--- config.mk ---
export PLATFORM = sky130hd
export DESIGN_NAME = sync_fifo_ctrl_16x8
export DESIGN_NICKNAME = d
export VERILOG_FILES = /design/src/rtl/fifo_pkg.sv /design/src/rtl/fifo_ptr.sv /design/src/rtl/sync_fifo_ctrl_16x8.sv
export SDC_FILE = /design/constraint.sdc
export NUM_CORES = 1
export LEC_CHECK = 0
export ABC_CLOCK_PERIOD_IN_PS = 4500
export BUFFER_PORTS_ARGS = -buffer_cell sky130_fd_sc_hd__buf_2
export CAP_MARGIN = 40
export CORE_MARGIN = 2
export CORE_UTILIZATION = 47
export DETAILED_ROUTE_END_ITERATION = 12
export GPL_TIMING_DRIVEN = 1
export PLACE_DENSITY_LB_ADDON = 0.2
export SLEW_MARGIN = 10
export SYNTH_ARGS = -nofsm -noshare
export SYNTH_HDL_FRONTEND = slang
export SYNTH_HIERARCHICAL = 1
export SYNTH_SLANG_ARGS = --single-unit
--- constraint.sdc ---
create_clock -name clk -period 4.5 [get_ports clk]
set_input_delay 0.9 -clock clk [delete_from_list [all_inputs] [get_ports clk]]
set_output_delay 0.9 -clock clk [all_outputs]
set_load 0.01 [all_outputs]
--- src/rtl/fifo_pkg.sv ---
// Shared FIFO geometry for the 16x8 FIFO controller and the parent that owns the RAM.
package fifo_pkg;
   localparam int unsigned FIFO_DATA_W = 8;
   localparam int unsigned FIFO_ADDR_W = 4;
   localparam int unsigned FIFO_DEPTH  = 2 ** FIFO_ADDR_W;
endpackage

--- src/rtl/fifo_ptr.sv ---
// Wrapping FIFO pointer: PTR_W-bit counter whose MSB acts as the wrap bit.
module fifo_ptr #(
   parameter int unsigned PTR_W = 5
) (
   input  logic             clk,
   input  logic             rst_n,
   input  logic             inc,
   output logic [PTR_W-1:0] ptr
);

   always_ff @(posedge clk or negedge rst_n) begin
      if (!rst_n) begin
         ptr <= '0;
      end else if (inc) begin
         ptr <= ptr + 1'b1;
      end
   end

endmodule

--- src/rtl/sync_fifo_ctrl_16x8.sv ---
// FIFO controller for an external dual-port synchronous RAM (1-cycle registered read).
module sync_fifo_ctrl_16x8
   import fifo_pkg::*;
#(
   parameter int unsigned DATA_W = FIFO_DATA_W,
   parameter int unsigned ADDR_W = FIFO_ADDR_W,
   parameter int unsigned DEPTH  = FIFO_DEPTH
) (
   input  logic              clk,
   input  logic              rst_n,
   input  logic              push,
   input  logic [DATA_W-1:0] push_data,
   input  logic              pop,
   output logic [DATA_W-1:0] pop_data,
   output logic              pop_valid,
   output logic              full,
   output logic              empty,
   output logic [ADDR_W:0]   count,
   output logic              overflow,
   output logic              underflow,
   output logic              ram_wr_enb,
   output logic              ram_rd_enb,
   output logic [ADDR_W-1:0] ram_wr_addr,
   output logic [ADDR_W-1:0] ram_rd_addr,
   output logic [DATA_W-1:0] ram_data_in,
   input  logic [DATA_W-1:0] ram_data_out
);

   localparam logic [ADDR_W:0] DEPTH_CNT = (ADDR_W + 1)'(DEPTH);

   logic [ADDR_W:0]   wr_ptr;
   logic [ADDR_W:0]   rd_ptr;
   logic              wr_fire;
   logic              pop_fire;
   logic [DATA_W-1:0] pop_hold;

   assign empty    = (wr_ptr == rd_ptr);
   assign full     = (wr_ptr[ADDR_W-1:0] == rd_ptr[ADDR_W-1:0]) && (wr_ptr[ADDR_W] != rd_ptr[ADDR_W]);
   assign count    = wr_ptr - rd_ptr;

   // A pop frees a slot in the same cycle, so a push is still accepted when full.
   assign pop_fire = pop && !empty;
   assign wr_fire  = push && (!full || pop_fire);

   assign ram_wr_enb  = wr_fire;
   assign ram_wr_addr = wr_ptr[ADDR_W-1:0];
   assign ram_data_in = push_data;
   assign ram_rd_enb  = pop_fire;
   assign ram_rd_addr = rd_ptr[ADDR_W-1:0];

   fifo_ptr #(.PTR_W(ADDR_W + 1)) u_wr_ptr (
      .clk   (clk),
      .rst_n (rst_n),
      .inc   (wr_fire),
      .ptr   (wr_ptr)
   );

   fifo_ptr #(.PTR_W(ADDR_W + 1)) u_rd_ptr (
      .clk   (clk),
      .rst_n (rst_n),
      .inc   (pop_fire),
      .ptr   (rd_ptr)
   );

   always_ff @(posedge clk or negedge rst_n) begin
      if (!rst_n) begin
         pop_valid <= 1'b0;
         pop_hold  <= '0;
         overflow  <= 1'b0;
         underflow <= 1'b0;
      end else begin
         pop_valid <= pop_fire;
         if (pop_valid) begin
            pop_hold <= ram_data_out;
         end
         if (push && !wr_fire) begin
            overflow <= 1'b1;
         end
         if (pop && !pop_fire) begin
            underflow <= 1'b1;
         end
      end
   end

   // RAM read data is only live in the pop_valid cycle; otherwise replay the last one.
   assign pop_data = pop_valid ? ram_data_out : pop_hold;

   always_ff @(posedge clk) begin
      if (rst_n) begin
         assert (count <= DEPTH_CNT);
      end
   end

endmodule

# Yosys cells after proc, flatten, opt, wreduce, memory -nomap -nowiden
# Cells that the tools add are included.
# word_totals
ff_bits	21
in_bits	20
# op_classes
addsub	3
n_eq_ne	3
mux	1
reduce_logical	10
# op_table
operator	count
$add A5 B1 Y5 const B	2
$mux W8	1
$eq A5 B5 Y1	1
$logic_and A1 B1 Y1	5
$sub A5 B5 Y5	1
$eq A4 B4 Y1	1
$logic_not A1 Y1	4
$logic_or A1 B1 Y1	1
$ne A1 B1 Y1	1

# Depth between registers and ports, before layout
# logic_depth
depth_word	7
ltp_mapped	7
ltp_nobuf	7

# By module
# Netlist, hierarchy kept.
# modules_own_cells
mod	n_inst	cells_per_inst	area_each_um2	seq_area_each_um2
sync_fifo_ctrl_16x8	1	57	655.6	275.3
fifo_ptr	2	14	200.2	125.1

# Worst setup path before layout
# Ideal clock, no wire load.
# synth_path
path_kind	reg-to-output
startpoint	register u_wr_ptr.ptr[0]
endpoint	output port count[4]
arrival_ps	1580
required_time_ps	3600
slack_ps	2020
path_stages_with_launch	8
n_path_buf	0
path_cell_list	dfrtp_1 -> inv_1 -> ha_1 -> inv_1 -> fa_1 -> a21o_1 -> a21oi_1 -> xnor2_1
# synth_between
elab_chain_len	1
# synth_lines
item	line_no	text
start, declared	fifo_ptr.sv:8	output logic [PTR_W-1:0] ptr
start signal, assigned	fifo_ptr.sv:15	ptr <= ptr + 1'b1;
$sub A5 B5 Y5	sync_fifo_ctrl_16x8.sv:39	assign count = wr_ptr - rd_ptr;
end, declared	sync_fifo_ctrl_16x8.sv:18	output logic [ADDR_W:0] count,
# Every way passes these cells.

# Final worst setup path
# Ends and elaborated chain as after synthesis.

==> results.py <==
metrics = {
    "outcome": {
        "status": "finished clean",
    },
    "clocking": {
        "clockRootBuffer": "clkbuf_4",
        "clock_sinks": 21,
        "cts_inserted_buffers": 3,
        "cts_tree": "done",
        "ctsResizeCount": 0,
        "clk_path_buf_depth": 2,
        "postCtsSetupBuffers": 0,
        "cts.clk_slew.worst_paths_ns": 0.11,
        "htree_levels": 1,
        "insertion_delay_ns": 0.30,
        "cts-hold-fix-buffers": 0,
    },
    "grt": {
        "globalRoute.totalOverflow": 0,
        "grt_max_degree": 22,
        "antenna_found_initial": 0,
        "grt_pass1_vias": 654,
        "grt_pass1_wl_mm": 2.86,
        "track_usage": 0.145,
    },
    "cells_and_area": {
        "stdcell_area_mm2": 0.00125,
        "final_cell_mix": "39 x buf_2, 21 x dfrtp_1, 10 x mux2_2",
        "drive_gt1_frac": 0.471,
        "antenna_cells": 0,
        "nets": 147,
        "final_common_cell": "buf_2",
        "area_growth_pct": 18.2,
    },
    "floorplan": {
        "fp.dieArea_mm2": 0.00264,
        "rows": 17,
        "die_y_um": 51.4,
        "start_util": 0.487,
        "core_mm2": 0.00217,
        "ios": 56,
        "die_x_um": 51.4,
    },
    "timing": {
        "fin_ws_ns": 1.58,
        "maxSlewViolCount": 0,
        "hold_viol": 0,
        "max-slew-margin-rel": 0.686,
        "fin_crit_ns": 2.92,
        "tns_ns": 0,
        "fin_skew_ns": 0.00452,
        "fmax_mhz": 342,
        "setup_viol": 0,
        "whs_ns": 0.463,
        "tightest_slew_ns": 0.470,
        "rsz0062_at_grt": "false",
        "fin_crit_sh": 0.650,
    },
    "power": {
        "finalPower_mw": 1.01,
        "p_leak_nw": 0.629,
        "p_per_area_mw_per_mm2": 807,
        "vdd_drop_max_v": 0.000446,
    },
    "critical_path": {
        "cp.arrival_ns": 2.02,
        "crit_chain": "inv_1, ha_1, inv_1, fa_1, a21o_1, a21oi_1, xnor2_1, buf_2",
        "crit_start": "u_wr_ptr/ptr[0]",
        "worst-path-buf-inv": 3,
        "critical_path.most_common_cell": "inv_1",
        "crit_path_end_kind": "output port",
        "slowest_stage": "dfrtp_1",
        "crit_family": "adder cells",
        "cp.required_ns": 3.60,
        "slowest_delay_ns": 0.45,
        "start_kind": "flop",
        "critical_path_class": "flop to output port",
        "timing.rr.start": "u_rd_ptr/ptr[2]",
        "cp_max_fo": 5,
    },
    "logic_synthesis": {
        "ys_warn_count": 6,
        "synth_nets": 112,
        "synthDistinctLibCells": 19,
        "synth_cells": 85,
        "yosysSeqAreaShare": 0.498,
        "syn_area_per_cell_um2": 12.4,
        "syn_area_mm2": 0.00106,
        "ys_seq_elements": 21,
    },
    "place": {
        "placed_cell_area_mm2": 0.00122,
        "portBuffers": 39,
        "place_ws_ns": 1.90,
        "gp_congestion": 0.808,
        "hpwlAfterDp_mm": 1.41,
    },
    "drt": {
        "drt_wl_total_mm": 1.76,
        "routed_via_density": 4.80,
        "drc": 0,
        "vias": 706,
        "drt_iter0_drc": 1,
        "dr.pass1.iters": 3,
        "wire_per_inst_um": 12.0,
        "antenna_left": 0,
    },
    "hold_path": {
        "hp-start": "overflow",
        "hold_path.class": "flop to flop",
    },
    "flow_run": {
        "drv_cap": 0,
    },
}
## flip-flops by register name (all words and copies together), names as in the netlist
name	cells
u_rd_ptr/ptr	5
overflow	1
pop_hold	8
pop_valid	1
u_wr_ptr/ptr	5
underflow	1
## cells in the mapped netlist
cell type  number  area, um^2
nand3b_1        1        7.51
nor2b_1         2        12.5
ha_1            6        75.1
inv_1           6        22.5
nand4_2         1        12.5
mux2_2         10         113
nor2_2          1        6.26
a21oi_1         2        10.0
nor2_1          1        3.75
dfrtp_1        21         526
nand4_1         4        25.0
fa_1            1        20.0
buf_2           1        5.00
xnor2_1         8        70.1
a21o_1          3        22.5
nor3_2          1        10.0
buf_4           8        60.1
xor2_1          5        43.8
nand2_1         3        11.3
## stage by stage
step / cells / utilization
6_report: 147 / 0.576
5_1_grt: 147 / 0.576
4_1_cts: 147 / 0.576
3_5_place_dp: 143 / 0.563
3_3_place_gp: 143 / 0.563
2_1_floorplan: 85 / -
## metal layers
metal / global-route usage / share of wire / vias to the layer above
li1: - / - / 342
met1: 0.190 / 0.45 / 337
met2: 0.220 / 0.47 / 23
met3: 0.0351 / 0.069 / 4
met4: 0.0789 / 0.012 / 0
met5: 0 / 0 / -
## where the power goes
| group | leakage (nW) | switching [mW] | internal (mW) | total [mW] |
|---|---|---|---|---|
| registers | 0.245 | 0.0823 | 0.268 | 0.350 |
| logic | 0.367 | 0.292 | 0.277 | 0.569 |
| clock network | 0.0177 | 0.0551 | 0.0331 | 0.0882 |
## cell families after synthesis
logic type                 count (synthesis)  synth area share
adders and majority gates                  7            0.0900
buffers and inverters                     15            0.0829
AOI/OAI and AO/OA                          5            0.0308
DFF                                       21             0.498
muxes                                     10             0.107
xor gates and xnor gates                  13             0.108
and+or+nand+nor                           14            0.0841
## path summary, 6_finish.rpt
check | depth (start not counted) | to | slack, ns
worst min register to register | 1 | overflow | 0.46
worst min-delay path | 1 | overflow | 0.46
worst max register to register | 6 | u_rd_ptr/ptr[1] | 2.54
max in group asynchronous | 1 | overflow | 3.66
worst max-delay path | 8 | count[4] | 1.58
min in group asynchronous | 1 | u_wr_ptr/ptr[4] | 0.53
## layout make-up
cell class	count	area, um^2
clock inverters	1	5.00
flip-flops and latches	21	526
clock buffers	3	22.5
well taps	28	35.0
inverters	6	22.5
fillers	192	921
repair buffers	39	195
multi-input cells	49	443
No activity file was read; power rests on OpenSTA's default activity.
